### src/rtl/fetch_sequencer.sv
// Program-counter sequencer: walks the instruction ROM from a start address, handles
// stalls, absolute/relative branches and halt detection, and counts retired instructions.
module fetch_sequencer #(
   parameter int unsigned         PC_W    = 8,
   parameter int unsigned         INST_W  = 9,
   parameter logic [INST_W-1:0]   HALT_OP = 9'b111_111_111,
   parameter int unsigned         CNT_W   = 16
) (
   input  logic              CLK,
   input  logic              reset_n,
   input  logic              start,
   input  logic [PC_W-1:0]   start_addr,
   input  logic [INST_W-1:0] inst_in,
   input  logic              stall,
   input  logic              br_taken,
   input  logic              br_abs,
   input  logic [PC_W-1:0]   br_target,
   output logic [PC_W-1:0]   PC,
   output logic              inst_valid,
   output logic              retire,
   output logic              done,
   output logic [CNT_W-1:0]  retired_cnt
);

   typedef enum logic [1:0] {
      S_IDLE,
      S_RUN,
      S_HALT
   } state_t;

   localparam logic [PC_W-1:0]  PC_ONE  = PC_W'(1);
   localparam logic [CNT_W-1:0] CNT_ONE = CNT_W'(1);

   state_t            state_q, state_d;
   logic [PC_W-1:0]   pc_d;
   logic [CNT_W-1:0]  cnt_d;
   logic              is_halt;

   assign is_halt    = (inst_in == HALT_OP);
   assign inst_valid = (state_q == S_RUN);
   assign done       = (state_q == S_HALT);
   assign retire     = inst_valid & ~stall & ~is_halt;

   always_comb begin
      // NOTE: every signal gets its hold value first, so no path can infer a latch.
      state_d = state_q;
      pc_d    = PC;
      cnt_d   = retired_cnt;
      case (state_q)
         S_IDLE, S_HALT: begin
            if (start) begin
               state_d = S_RUN;
               pc_d    = start_addr;
               cnt_d   = '0;
            end
         end
         S_RUN: begin
            // A stall freezes everything; a pending halt is seen again once it drops.
            if (!stall) begin
               if (is_halt) begin
                  state_d = S_HALT;
               end else begin
                  // Offset and PC share a width, so the wrapping add is the sign-extended sum.
                  if (br_taken) pc_d = br_abs ? br_target : PC + br_target;
                  else          pc_d = PC + PC_ONE;
                  if (retired_cnt != '1) cnt_d = retired_cnt + CNT_ONE;
               end
            end
         end
         default: state_d = S_IDLE;
      endcase
   end

   always_ff @(posedge CLK) begin
      // NOTE: non-blocking assignments for all registered state.
      if (!reset_n) begin
         state_q     <= S_IDLE;
         PC          <= '0;
         retired_cnt <= '0;
      end else begin
         state_q     <= state_d;
         PC          <= pc_d;
         retired_cnt <= cnt_d;
      end
   end

endmodule
### config.mk
export PLATFORM = sky130hd
export DESIGN_NAME = fetch_sequencer
export DESIGN_NICKNAME = d
export VERILOG_FILES = /design/src/rtl/fetch_sequencer.sv
export SDC_FILE = /design/constraint.sdc
export NUM_CORES = 1
export LEC_CHECK = 0
export BUFFER_PORTS_ARGS = -buffer_cell sky130_fd_sc_hd__buf_2
export CAP_MARGIN = 0
export CELL_PAD_IN_SITES_DETAIL_PLACEMENT = 1
export CELL_PAD_IN_SITES_GLOBAL_PLACEMENT = 1
export CORE_MARGIN = 5
export CORE_UTILIZATION = 36
export CTS_CLUSTER_DIAMETER = 200
export DETAILED_ROUTE_END_ITERATION = 10
export HOLD_SLACK_MARGIN = 0.02
export PLACE_DENSITY = 0.75
export SKIP_LAST_GASP = 1
export SLEW_MARGIN = 40
export SYNTH_ARGS = -nofsm -noshare
export SYNTH_HDL_FRONTEND = slang
export SYNTH_SLANG_ARGS = --single-unit
### constraint.sdc
create_clock -name CLK -period 2.5 [get_ports CLK]
set_input_delay 0.25 -clock CLK [delete_from_list [all_inputs] [get_ports CLK]]
set_output_delay 0.25 -clock CLK [all_outputs]
set_load 0.01 [all_outputs]
==> results_dict.tcl, run 1 <==
set metrics [dict create \
    layout_common_cells "buf_2 (57), dfxtp_1 (26), nand2_1 (23)" \
    critPathLaunchType "flop" \
    min_period_over_period 0.858 \
    num_rows 26 \
    post_dp_cell_area_mm2 0.00222 \
    wl_um 5990 \
    clk_latency_ns 0.28 \
    fmaxAchievable_ghz 0.466 \
    fin_area_mm2 0.00229 \
    cts_tree "done" \
    nFillCells 655 \
    whs_ns 0.233 \
    leakagePower_nw 0.972 \
    critPathMaxFanout 7 \
    io_pins 58 \
    grt_max_degree 19 \
    worst_pin_slew_ns 0.653 \
    ys.flop_type "dfxtp_1" \
    power_mw 1.11 \
    timing_hold_violations_final 0 \
    final_common_cell "buf_2" \
    cp.arrival_ns 2.38 \
    cts_resized 0 \
    max_stage_delay_ns 0.48 \
    final_nets 335 \
    ys_ff_latch 26 \
    seq_area_frac_synth 0.281 \
    antenna_cells 0 \
    grt_setup_unrepaired "false" \
    via_count 2051 \
    finClkSkew_ns 0.0107 \
    antenna_left 0 \
    initial_utilization 0.367 \
    yosys.cell_types.count 53 \
    crit_family "compound AO/OA/AOI/OAI gates" \
    status "complete, no violations" \
    overflow 0 \
    first_pass_iters 4 \
    critPathBufInv 0 \
    final.setup.tns_ns 0 \
    ctsHoldBuffers 0 \
    critPathCaptureType "flop" \
    antenna_found_initial 0 \
    setup_viol 0 \
    max_cap_violations 0 \
    dp_hpwl_um 4740 \
    yosysTopAreaCell "dfxtp_1" \
    syn-cell-area_mm2 0.00185 \
    grt_pass1_vias 2116 \
    path_cells "ha_1 -> o21ai_1 -> o21a_1 -> or3_1 -> a2111oi_0 -> o311a_1" \
    synth_area_leaders "dfxtp_1 (28%), ha_1 (6.1%), nand2_1 (4.7%), a21oi_1 (4.1%), nand3_1 (4.1%)" \
    clk_pin_slew_worst_paths_ns 0.10 \
    die_h_um 81.7 \
    die_area_mm2 0.00668 \
    cts_buffers 3 \
    min_period_ns 2.15 \
    dieWidth_um 81.7 \
    avgSynthCellArea_um2 7.85 \
    cp_slowest_cell "dfxtp_1" \
    clock_path_buffers 2 \
    slew-limit-headroom 0.562 \
    syn_nets 277 \
    utilization 0.455 \
    setup.worst_path.class "reg2reg" \
    grt_pass1_wl_um 9920 \
    irDropWorstVdd_uv 296 \
    cts.sinks 26 \
    min_path_type "in2reg" \
    drtIter0Drc 75 \
    wl_per_cell_um 16.5 \
    areaGrowthSynthToFinish_pct 23.8 \
    grt_usage 0.188 \
    worstPathRequired_ns 2.73 \
    drive_gt1_frac 0.253 \
    route.detailed.drc 0 \
    core_area_mm2 0.00504 \
    viasPerCell 5.65 \
    globalplace.congestion 0.867 \
    postCtsSetupBuffers 0 \
    syn_inst 236 \
    powerDensity_mw_per_mm2 483 \
    synth_warnings 0 \
    slew_violations 0 \
    htree_levels 1 \
    synth_edf_count 0 \
    clockRootBuffer "clkbuf_8" \
    synth_top_area_share 0.281 \
    async_flop_share 0 \
    portBuffers 57 \
]
## state kept, by name, summed over array words and instances, names as in the netlist
signal / flops
retired_cnt: 16
PC: 8
state_q: 2
## cells in the mapped netlist, types with 2 or more instances
master	count
o21ai_0	14
nor3_1	2
nand2_1	23
inv_1	10
or3_1	8
or4_1	2
a211oi_1	5
dfxtp_1	26
a31o_2	3
a31oi_1	6
nor4_1	2
o21a_1	3
mux2i_1	2
ha_1	9
a311oi_1	2
o311ai_0	2
nand2b_1	2
xnor2_1	7
a22oi_1	2
nand3_1	15
xor2_1	2
nand4_1	4
a21oi_1	15
nor2b_1	4
a21o_1	2
nor2_1	15
a2111oi_0	2
and3_1	7
clkbuf_1	7
and2_1	2
o32ai_1	2
o41ai_1	2
o211ai_1	7
## final timing paths
path / to / from / cells past startpoint / slack [ns]
setup / recovery: PC[7] / PC[2] / 6 / 0.35
hold / removal: PC[2] / start_addr[2] / 3 / 0.23
setup reg to reg: PC[7] / PC[2] / 6 / 0.35
hold reg to reg: retired_cnt[1] / retired_cnt[1] / 2 / 0.51
## worst register-to-register path, stage by stage (launching register included)
cell       delay (ns)
dfxtp_1          0.48
ha_1             0.29
o21ai_1          0.15
o21a_1           0.22
or3_1            0.36
a2111oi_0        0.40
o311a_1          0.21
## stage by stage
stage	instances	worst slack, ns
6_report	363	0.355
3_5_place_dp	359	0.376
3_3_place_gp	359	0.391
4_1_cts	363	0.353
2_1_floorplan	236	0.536
5_1_grt	363	0.161
## per-layer routing
layer / GRT usage / share of wire
met1: 0.231 / 0.44
met2: 0.350 / 0.52
met3: 0.0340 / 0.035
met4: 0.0150 / 0.0035
met5: 0 / 0
## cell families after synthesis
logic type | Yosys count | synth area share
AO/OA/AOI/OAI | 77 | 0.288
XOR/XNOR | 9 | 0.0425
adder cells (fa/ha/maj) | 10 | 0.0716
buffers and inverters | 19 | 0.0405
flip-flops | 26 | 0.281
multiplexers | 2 | 0.0108
AND/OR/NAND/NOR | 93 | 0.266
## layout make-up
| type | instances | area [µm²] | share of cell area |
|---|---|---|---|
| Tap cell | 70 | 87.6 | 0.0382 |
| Timing Repair Buffer | 61 | 315 | 0.137 |
| Clock inverter | 1 | 30.0 | 0.0131 |
| Inverter | 11 | 41.3 | 0.0180 |
| Sequential cell | 26 | 520 | 0.227 |
| Multi-Input combinational cell | 191 | 1260 | 0.548 |
| Clock buffer | 3 | 41.3 | 0.0180 |
## where the power goes
part / leakage [nW] / internal, mW / switching, mW
logic: 0.725 / 0.122 / 0.167
clock network: 0.0357 / 0.215 / 0.148
registers: 0.212 / 0.431 / 0.0261
(Power assumes the default switching activity.)
==> run 2, diff against run 1 <==
Settings changed: CORE_ASPECT_RATIO from default to 0.7, CTS_CLUSTER_DIAMETER 200 to 30.
==> run 2 against run 1 <==
  * Total power shrank 7.0%
  * Critical path depth increased by 2
  * Global-route usage is 0.80 points lower
  * Clock skew shrank 0.0077 ns
  * Wire length decreased by 0.70%
  * Final cell count shrank 0.28%
==> results_dict.tcl, run 2 (synthesized netlist as in run 1, its figures left out) <==
set metrics [dict create \
    wl_per_cell_um 16.4 \
    drtIter0Drc 91 \
    grt_pass1_vias 1976 \
    wl_um 5950 \
    setup.worst_path.class "reg2reg" \
    cts_tree "done" \
    dp_hpwl_um 4790 \
    cts_resized 0 \
    postCtsSetupBuffers 0 \
    largest_register_ffs 16 \
    cts.sinks 26 \
    leakagePower_nw 0.964 \
    grt_usage 0.180 \
    layout_common_cells "buf_2 (57), dfxtp_1 (26), nand2_1 (23)" \
    nFillCells 647 \
    antenna_found_initial 0 \
    regMostFlops "retired_cnt" \
    dieWidth_um 95.8 \
    clk_pin_slew_worst_paths_ns 0.09 \
    final.setup.tns_ns 0 \
    timing_hold_violations_final 0 \
    status "complete, no violations" \
    slew-limit-headroom 0.645 \
    clk_latency_ns 0.28 \
    viasPerCell 5.66 \
    globalplace.congestion 0.794 \
    io_pins 58 \
    final_nets 335 \
    fin_area_mm2 0.00228 \
    fin_cells 362 \
    portBuffers 57 \
    cts_buffers 3 \
    die_h_um 70.0 \
    dpl.cell_count 358 \
    ctsHoldBuffers 0 \
    drive_gt1_frac 0.253 \
    antenna_left 0 \
    via_count 2049 \
    setup_viol 0 \
    min_period_over_period 0.880 \
    areaGrowthSynthToFinish_pct 22.8 \
    first_pass_iters 4 \
    finClkSkew_ns 0.00303 \
    min_period_ns 2.20 \
    cp.arrival_ns 2.41 \
    max_cap_violations 0 \
    route.detailed.drc 0 \
    grt_max_degree 19 \
    critPathMaxFanout 8 \
    min_path_type "in2reg" \
    clock_path_buffers 2 \
    r2r_slack_ns 0.30 \
    critPathCaptureType "flop" \
    utilization 0.466 \
    critPathLaunchType "flop" \
    clockRootBuffer "clkbuf_8" \
    slew_violations 0 \
    overflow 0 \
    worstPathRequired_ns 2.71 \
    irDropWorstVdd_uv 193 \
    initial_utilization 0.379 \
    die_area_mm2 0.00670 \
    core_area_mm2 0.00489 \
    power_mw 1.03 \
    fmaxAchievable_ghz 0.455 \
    powerDensity_mw_per_mm2 453 \
    grt_pass1_wl_um 9670 \
    post_dp_cell_area_mm2 0.00222 \
    grt_setup_unrepaired "false" \
    reg_top3 "retired_cnt x16, PC x8, state_q x2" \
    htree_levels 1 \
    antenna_cells 0 \
    worst_pin_slew_ns 0.531 \
    num_rows 21 \
    final_common_cell "buf_2" \
]
==> run 2: cell types whose count changed in the layout (fill, tap and decap cells not counted) <==
cell	delta
clkbuf_8	+1
bufinv_16	-1
==> run 2: metrics by stage <==
stage / hold slack (ns) / worst slack (ns)
detailed placement: 0.499 / 0.306
floorplan: 0.381 / 0.536
global route: 0.228 / 0.145
global placement: 0.490 / 0.352
CTS: 0.227 / 0.335
finish: 0.231 / 0.300
==> run 2: worst paths after layout <==
check,start,end,cells after the start
setup / recovery,PC[0],PC[6],8
hold / removal,start_addr[2],PC[2],3
setup reg to reg,PC[0],PC[6],8
hold reg to reg,retired_cnt[15],retired_cnt[15],2
==> run 2: critical path, stage by stage (launching register included) <==
cell      delay [ns]
dfxtp_1         0.50
ha_1            0.26
inv_1           0.06
fa_1            0.39
nor2b_1         0.24
o31a_1          0.22
o211ai_1        0.10
a31o_2          0.26
a31oi_1         0.12
==> run 2: where the power goes <==
group          leakage [nW]  switching (mW)  internal [mW]  total [mW]
combinational         0.724           0.171          0.123       0.294
sequential            0.212          0.0242          0.431       0.455
clock                0.0288           0.141          0.141       0.282
total                 0.964           0.336          0.695        1.03
==> run 2: area by class of cell <==
cell class	count	area, µm²	area share
Inverter	11	41.3	0.0181
Multi-Input combinational cell	191	1260	0.553
Sequential cell	26	520	0.229
Tap cell	69	86.3	0.0379
Timing Repair Buffer	61	315	0.139
Clock buffer	4	55.1	0.0242
==> run 2: per-layer routing <==
metal,wire [µm],GRT usage,part of all wire
met1,3120,0.270,0.52
met3,349,0.0386,0.059
met4,53,0.0426,0.0089
met5,0,0,0
met2,2420,0.257,0.41
